### src/rtl/result_display_if.sv
// result_display_if: game-state/result bus between the reaction game core and the result display.
// The master side drives the game state and tick count; the slave side (the display) returns
// segment/anode drive, the converted millisecond result and its busy flag.
interface result_display_if;
    logic [2:0]  i_state;
    logic [27:0] i_ticks;
    logic [6:0]  o_seg;
    logic [3:0]  o_an;
    logic [13:0] o_ms;
    logic        o_busy;

    modport master (
        output i_state, i_ticks,
        input  o_seg, o_an, o_ms, o_busy
    );

    modport slave (
        input  i_state, i_ticks,
        output o_seg, o_an, o_ms, o_busy
    );
endinterface

### src/rtl/result_display.sv
// result_display: converts a VALID reaction time (20 ns ticks) to ms and drives a 4-digit 7-segment display.
// Ticks are divided by 50,000 with one subtraction per cycle (saturating at 9999), then turned into
// BCD with a 14-cycle double-dabble. Digits are multiplexed every P_REFRESH_CYCLES clocks.
// Optional feature: define RESULT_DISPLAY_BEST_SCORE_EN to keep the best (minimum) result since
// reset and show it while the game is IDLE.
module result_display #(
    parameter int unsigned P_REFRESH_CYCLES = 50000
) (
    input  logic            i_clk_50m,
    input  logic            i_rst,
    result_display_if.slave bus
);
    localparam logic [2:0]  ST_IDLE  = 3'b000;
    localparam logic [2:0]  ST_ARMED = 3'b001;
    localparam logic [2:0]  ST_LIT   = 3'b010;
    localparam logic [2:0]  ST_LATE  = 3'b011;
    localparam logic [2:0]  ST_EARLY = 3'b110;
    localparam logic [2:0]  ST_VALID = 3'b100;

    localparam logic [27:0] TICKS_PER_MS = 28'd50000;
    localparam logic [13:0] MS_MAX       = 14'd9999;

    localparam int          RW           = $clog2(P_REFRESH_CYCLES);
    localparam logic [RW-1:0] REFRESH_LAST = RW'(P_REFRESH_CYCLES - 1);

    localparam logic [6:0]  SEG_BLANK = 7'b1111111;
    localparam logic [6:0]  SEG_DASH  = 7'b0111111;
    localparam logic [6:0]  SEG_EIGHT = 7'b0000000;
    localparam logic [6:0]  SEG_E     = 7'b0000110;
    localparam logic [6:0]  SEG_R     = 7'b0101111;
    localparam logic [6:0]  SEG_L     = 7'b1000111;
    localparam logic [6:0]  SEG_A     = 7'b0001000;
    localparam logic [6:0]  SEG_T     = 7'b0000111;

    typedef enum logic [1:0] {S_WAIT, S_DIV, S_BCD} conv_t;

    conv_t       r_conv;
    logic [2:0]  r_state;
    logic [27:0] r_rem;
    logic [13:0] r_q;
    logic [29:0] r_dd;
    logic [3:0]  r_step;
    logic [15:0] r_bcd;
    logic [13:0] r_ms;
    logic        r_busy;
    logic [RW-1:0] r_refresh;
    logic [1:0]  r_digit;
    logic [6:0]  r_seg;
    logic [3:0]  r_an;

    logic        w_start;
    logic        w_done;
    logic [29:0] w_dd_adj;
    logic [29:0] w_dd_next;
    logic [6:0]  w_seg;

`ifdef RESULT_DISPLAY_BEST_SCORE_EN
    logic [13:0] r_best;
    logic [15:0] r_best_bcd;
    logic        r_best_vld;
`endif

    // Active-low pattern for one decimal digit.
    function automatic logic [6:0] f_hex(input logic [3:0] n);
        case (n)
            4'd0:    return 7'b1000000;
            4'd1:    return 7'b1111001;
            4'd2:    return 7'b0100100;
            4'd3:    return 7'b0110000;
            4'd4:    return 7'b0011001;
            4'd5:    return 7'b0010010;
            4'd6:    return 7'b0000010;
            4'd7:    return 7'b1111000;
            4'd8:    return 7'b0000000;
            4'd9:    return 7'b0010000;
            default: return SEG_BLANK;
        endcase
    endfunction

    // Glyph for digit d of a 4-digit BCD number; leading zeros blank, the units digit is always shown.
    function automatic logic [6:0] f_number(input logic [15:0] bcd, input logic [1:0] d);
        logic lead;
        lead = (d == 2'd3) ? (bcd[15:12] == 4'd0) :
               (d == 2'd2) ? (bcd[15:8]  == 8'd0) :
               (d == 2'd1) ? (bcd[15:4]  == 12'd0) : 1'b0;
        return lead ? SEG_BLANK : f_hex(bcd[{d, 2'b00} +: 4]);
    endfunction

    // A start is a fresh VALID edge seen only while no conversion is running.
    assign w_start = (bus.i_state == ST_VALID) && (r_state != ST_VALID) && (r_conv == S_WAIT);
    assign w_done  = (r_conv == S_BCD) && (r_step == 4'd13);

    // One double-dabble step: add 3 to every BCD nibble >= 5, then shift the whole register left.
    always_comb begin
        w_dd_adj = r_dd;
        for (int k = 0; k < 4; k++)
            if (r_dd[14 + 4*k +: 4] >= 4'd5) w_dd_adj[14 + 4*k +: 4] = r_dd[14 + 4*k +: 4] + 4'd3;
        w_dd_next = w_dd_adj << 1;
    end

    // Previous game state, used to detect the VALID entry edge.
    always_ff @(posedge i_clk_50m) begin
        r_state <= i_rst ? ST_IDLE : bus.i_state;
    end

    // Conversion FSM: WAIT -> DIV (repeated subtraction) -> BCD (14 shifts) -> WAIT.
    always_ff @(posedge i_clk_50m) begin
        if (i_rst) begin
            r_conv <= S_WAIT;
            r_busy <= 1'b0;
            r_rem  <= '0;
            r_q    <= '0;
            r_dd   <= '0;
            r_step <= '0;
            r_bcd  <= '0;
            r_ms   <= '0;
        end else begin
            case (r_conv)
                S_WAIT: if (w_start) begin
                    r_rem  <= bus.i_ticks;
                    r_q    <= '0;
                    r_busy <= 1'b1;
                    r_conv <= S_DIV;
                end
                S_DIV: if (r_rem >= TICKS_PER_MS && r_q < MS_MAX) begin
                    r_rem <= r_rem - TICKS_PER_MS;
                    r_q   <= r_q + 14'd1;
                end else begin
                    r_dd   <= {16'd0, r_q};
                    r_step <= '0;
                    r_conv <= S_BCD;
                end
                S_BCD: begin
                    r_dd   <= w_dd_next;
                    r_step <= r_step + 4'd1;
                    if (w_done) begin
                        r_bcd  <= w_dd_next[29:14];
                        r_ms   <= r_q;
                        r_busy <= 1'b0;
                        r_conv <= S_WAIT;
                    end
                end
                default: r_conv <= S_WAIT;
            endcase
        end
    end

`ifdef RESULT_DISPLAY_BEST_SCORE_EN
    // Best score: smallest completed result since reset, captured together with its BCD digits.
    always_ff @(posedge i_clk_50m) begin
        if (i_rst) begin
            r_best     <= '0;
            r_best_bcd <= '0;
            r_best_vld <= 1'b0;
        end else if (w_done && (!r_best_vld || r_q < r_best)) begin
            r_best     <= r_q;
            r_best_bcd <= w_dd_next[29:14];
            r_best_vld <= 1'b1;
        end
    end
`endif

    // Glyph for the active digit, chosen from the live game state.
    always_comb begin
        w_seg = SEG_BLANK;
        case (bus.i_state)
            ST_VALID: w_seg = r_busy ? SEG_DASH : f_number(r_bcd, r_digit);
            ST_LIT:   w_seg = SEG_EIGHT;
            ST_LATE:  w_seg = (r_digit == 2'd3) ? SEG_L : (r_digit == 2'd2) ? SEG_A :
                              (r_digit == 2'd1) ? SEG_T : SEG_E;
            ST_EARLY: w_seg = (r_digit == 2'd3) ? SEG_E : (r_digit == 2'd0) ? SEG_BLANK : SEG_R;
`ifdef RESULT_DISPLAY_BEST_SCORE_EN
            ST_IDLE:  w_seg = r_best_vld ? f_number(r_best_bcd, r_digit) : SEG_DASH;
`else
            ST_IDLE:  w_seg = SEG_DASH;
`endif
            ST_ARMED: w_seg = SEG_BLANK;
            default:  w_seg = SEG_BLANK;
        endcase
    end

    // Digit multiplexing; segments and anodes are registered together so they switch on the same edge.
    always_ff @(posedge i_clk_50m) begin
        if (i_rst) begin
            r_refresh <= '0;
            r_digit   <= '0;
            r_seg     <= SEG_BLANK;
            r_an      <= 4'b1111;
        end else begin
            r_refresh <= (r_refresh == REFRESH_LAST) ? '0 : r_refresh + 1'b1;
            if (r_refresh == REFRESH_LAST) r_digit <= r_digit + 2'd1;
            r_seg <= w_seg;
            r_an  <= ~(4'b0001 << r_digit);
        end
    end

    assign bus.o_seg  = r_seg;
    assign bus.o_an   = r_an;
    assign bus.o_ms   = r_ms;
    assign bus.o_busy = r_busy;
endmodule

### src/flat_wrapper.sv
// flat-port wrapper written by rule: the top's interface ports become plain ports
module result_display_flat 
#(
    parameter int unsigned P_REFRESH_CYCLES = 50000
)
  (i_clk_50m, i_rst, bus_i_state, bus_i_ticks, bus_o_seg, bus_o_an, bus_o_ms, bus_o_busy);
  result_display_if bus_i ();
  input  logic i_clk_50m;
  input  logic i_rst;
  input wire logic [$bits(bus_i.i_state)-1:0] bus_i_state;
  input wire logic [$bits(bus_i.i_ticks)-1:0] bus_i_ticks;
  output wire logic [$bits(bus_i.o_seg)-1:0] bus_o_seg;
  output wire logic [$bits(bus_i.o_an)-1:0] bus_o_an;
  output wire logic [$bits(bus_i.o_ms)-1:0] bus_o_ms;
  output wire logic [$bits(bus_i.o_busy)-1:0] bus_o_busy;
  assign bus_i.i_state = bus_i_state;
  assign bus_i.i_ticks = bus_i_ticks;
  assign bus_o_seg = bus_i.o_seg;
  assign bus_o_an = bus_i.o_an;
  assign bus_o_ms = bus_i.o_ms;
  assign bus_o_busy = bus_i.o_busy;
  result_display #(.P_REFRESH_CYCLES(P_REFRESH_CYCLES)) u_core (.i_clk_50m(i_clk_50m), .i_rst(i_rst), .bus(bus_i));
endmodule
### config.mk
export PLATFORM = sky130hd
export DESIGN_NAME = result_display_flat
export DESIGN_NICKNAME = d
export VERILOG_FILES = /design/src/rtl/result_display_if.sv /design/src/rtl/result_display.sv /design/src/flat_wrapper.sv
export SDC_FILE = /design/constraint.sdc
export NUM_CORES = 1
export LEC_CHECK = 0
export CAP_MARGIN = 20
export CORE_MARGIN = 2
export CORE_UTILIZATION = 35
export DETAILED_ROUTE_END_ITERATION = 8
export DONT_BUFFER_PORTS = 1
export SLEW_MARGIN = 15
export SYNTH_ARGS = -nofsm -noshare
export SYNTH_HDL_FRONTEND = slang
export SYNTH_SLANG_ARGS = --single-unit
### constraint.sdc
create_clock -name i_clk_50m -period 6 [get_ports i_clk_50m]
set_clock_uncertainty 0.05 [all_clocks]
set_input_delay 0.6 -clock i_clk_50m [delete_from_list [all_inputs] [get_ports i_clk_50m]]
set_output_delay 0.6 -clock i_clk_50m [all_outputs]
set_load 0.02 [all_outputs]
==> summary.md <==
| Metric | Value |
|---|---|
| Largest net degree at the start of global routing | 104 |
| Final Total Pwr | 2.34 mW |
| Hold WS | between 0.15 and 0.2 ns |
| EDFF count, synth | 0 |
| Met3 usage | 0.0457 |
| Slew headroom | 0.255 |
| Routed vias/inst | ~5.6 |
| R2r endpoint | u_core.r_step[0] |
| Max Cap Viol | 0 |
| Crit path required time | approximately 6.3 ns |
| CP Data Arrival Time | 3.41 ns |
| Post-synth top area share | 0.385 |
| Post-CTS Hold Buffers | 0 |
| Final Hold Vio Count | 0 |
| Starting Density | 0.360 |
| Max-slew violation count | 0 |
| Antenna violations before repair | 0 |
| I/O pin count | approximately 60 |
| Vias in the first global route | about 6100 |
| Synth top cells by count | dfxtp_1 (141), nand2_1 (129), a21oi_1 (75) |
| Die ar. | 22100 sq um |
| Net Sw Power | just under 700 uW |
| Netlist Area Pre-Place | 7320 sq um |
| Dominant cell type by area after synthesis | dfxtp_1 |
| First-pass GRT wire length | around 33000 um |
| Power Internal | approximately 1.7 mW |
| GRT Util Overall | 0.184 |
| # diodes | 0 |
| Core Box Area | 20400 sq um |
| R2r setup slk | ~2.9 ns |
| Drt first-iter violations | ~440 |
| Comb pwr share | 0.113 |
| HPWL after DPL | 13300 um |
| CP Max Fanout | 17 |
| Pwr Density | 290 nW/um^2 |
| Fraction of registers with async set or reset after synthesis | 0 |
| Final wirelength | 19900 um |
| Worst-skew pair later-pin latency | 0.44 ns |
| Clock buffer depth | 2 |
| Run status | finished, final reports clean |
| Leak Pwr | between 2 and 3 nW |
| Clock-pin slew on the worst setup and hold paths | about 0.060 ns |
| Critical path class | flip-flop to flip-flop |
| Clock sinks | 141 |
| Root buffer selected by CTS | clkbuf_16 |
| Met2 GRT Util | 0.279 |
| Residual DRC | 0 |
| Setup Buffers After CTS | 0 |
| Post-synthesis area per instance | approximately 7.9 sq um |
| Die H | 149 um |
| Minimum clock period | ~3.1 ns |
| Grt met1 use | 0.257 |
| Final Wtd Congestion | 0.873 |
| Worst hold start | i_rst |
| Top_reg_cell synth | dfxtp_1 |
| Resized Gates After CTS | 0 |
| Top cells by area, synth | dfxtp_1 (39%), nand2_1 (6.6%), a21oi_1 (5.1%) |
| Reg2Reg Depth | 6 |
| Layer with the highest usage | met2 |
| WL per Instance | roughly 17 um |
| Setup TNS | 0 ns |
| GRT overflow | 0 |
| TritonCTS clock tree | yes |
| Final ANT Viol Nets | 0 |
| Nets | roughly 940 |
| Port bufs | 0 |
| Critical path startpoint category | flip-flop |
| HP Class | primary input to flip-flop |
| Slew @ Worst Pin | 1.12 ns |
| Die X | roughly 150 um |
| Syn Nets | 980 |
| VDD IR max | about 0.00018 V |
| CP startpoint | u_core.r_rem[10] |
| Area growth syn-to-layout | 10.3% |
| H-tree levels | 4 |
| Crit Reg-Reg Startpoint | u_core.r_rem[10] |
| Most numerous cell in the Yosys netlist | dfxtp_1 |
| Pre-CTS setup slack | slightly below 3 ns |
| TritonCTS buffer count | 17 |
| Clock share of power | 0.458 |
| Post-Syn Instances | about 900 |
| WHS Path Cells | 1 |
| Flop pwr share | 0.429 |
| Synth cell types | 70 |
| Std-Cell Rows | 52 |
| 1st-pass router iterations | 5 |
| Register area share after synthesis | 0.385 |
| Yosys Warn Count | 0 |
| Hold Path End | u_core.r_rem[2] |
| Final setup vio count | 0 |
| Part of the cycle the worst path needs | 0.523 |
| RSZ-0062 raised after global routing | false |
| Fmax | 319 MHz |
| Switch share | 0.295 |
| Crit. End Element | flip-flop |
| Vias | ~6500 |
| Layout cells sized above 1 | 0.0712 |
| Yosys reg bits | ~140 |
| Setup slack after layout | approximately 2.9 ns |
[per-layer routing]
metal	share of wire	vias up
li1	-	3271
met1	0.49	3091
met4	0.022	0
met3	0.049	29
met5	0	-
met2	0.44	140
[power by group through the flow]
| stage | Clock [mW] | Combinational [mW] | Sequential [mW] |
|---|---|---|---|
| floorplan | 0 | 0.219 | 1.02 |
| global placement | 0 | 0.262 | 1.02 |
| detailed placement | 0 | 0.264 | 1.03 |
| CTS | 1.09 | 0.264 | 1.00 |
| global route | 1.13 | 0.297 | 1.01 |
| finish | 1.07 | 0.266 | 1.01 |
[metrics by stage]
step,instances,util,cell area [sq um]
6_report,1169,0.397,8080
5_1_grt,1169,0.397,8080
4_1_cts,1169,0.397,8080
3_5_place_dp,1137,0.367,7480
3_3_place_gp,1137,0.367,7480
2_1_floorplan,922,-,7320
[cell type report]
cell class                      instances  area (sq um)
Sequential cell                       141          2820
Tap cell                              270           338
Timing Repair Buffer                    8          60.1
Clock inverter                         15           175
Fill cell                            2080         12300
Clock buffer                           17           425
Inverter                               31           116
Multi-Input combinational cell        687          4140
[state kept, by name (all words and copies together), names as in the netlist]
signal,flops
u_core.bus.o_ms,14
u_core.r_conv,2
u_core.r_digit,2
u_core.r_rem,28
u_core.r_q,14
u_core.r_bcd,16
u_core.r_dd,30
u_core.bus.o_an,4
u_core.r_state,3
u_core.bus.o_busy,1
u_core.r_step,4
u_core.r_refresh,16
u_core.bus.o_seg,7
[cell families after synthesis]
family                   synth area share
AND/OR/NAND/NOR                     0.240
adder cells (fa/ha/maj)            0.0427
buffers and inverters              0.0511
flip-flops                          0.385
AO/OA/AOI/OAI                       0.223
multiplexers                       0.0321
XOR/XNOR                           0.0251
[placed cells by master (no fill, tap or decap), types with 5 or more instances in the layout]
| master | Yosys | final |
|---|---|---|
| a211oi_1 | 13 | 13 |
| a21oi_1 | 75 | 75 |
| a221oi_1 | 6 | 6 |
| a22o_1 | 9 | 9 |
| a22oi_1 | 7 | 7 |
| a31oi_1 | 23 | 23 |
| and3_1 | 10 | 10 |
| buf_4 | 0 | 8 |
| clkbuf_16 | 0 | 17 |
| dfxtp_1 | 141 | 141 |
| ha_1 | 25 | 25 |
| inv_1 | 31 | 31 |
| inv_6 | 0 | 5 |
| mux2i_1 | 10 | 10 |
| nand2_1 | 129 | 129 |
| nand2b_1 | 9 | 9 |
| nand3_1 | 47 | 47 |
| nand4_1 | 15 | 15 |
| nor2_1 | 72 | 71 |
| nor2b_1 | 6 | 5 |
| nor3_1 | 23 | 23 |
| nor3b_1 | 5 | 5 |
| nor4_1 | 12 | 11 |
| o211ai_1 | 8 | 8 |
| o21ai_0 | 58 | 58 |
| o2bb2ai_1 | 5 | 5 |
| o311ai_0 | 6 | 6 |
| o31ai_1 | 12 | 12 |
| or3_1 | 13 | 13 |
| xnor2_1 | 13 | 13 |
| xor2_1 | 8 | 8 |
[worst max-delay path, stage by stage (launching register included)]
cell	delay, ns
dfxtp_1	0.36
nor4_1	0.45
o211ai_1	0.38
nor3_1	0.52
a21o_1	0.57
a211oi_2	0.35
mux2_2	0.35
[worst max path at each step]
| stage | endpoint | slack (ns) | cells past startpoint |
|---|---|---|---|
| finish | u_core.r_step[0] | 2.86 | 6 |
| global route | u_core.r_step[0] | 2.57 | 6 |
| CTS | u_core.r_step[0] | 2.88 | 6 |
| detailed placement | u_core.r_step[0] | 2.90 | 6 |
| global placement | u_core.r_step[0] | 2.98 | 6 |
| floorplan | u_core.r_rem[22] | 3.50 | 7 |
Power figures use the tool's default switching activity.
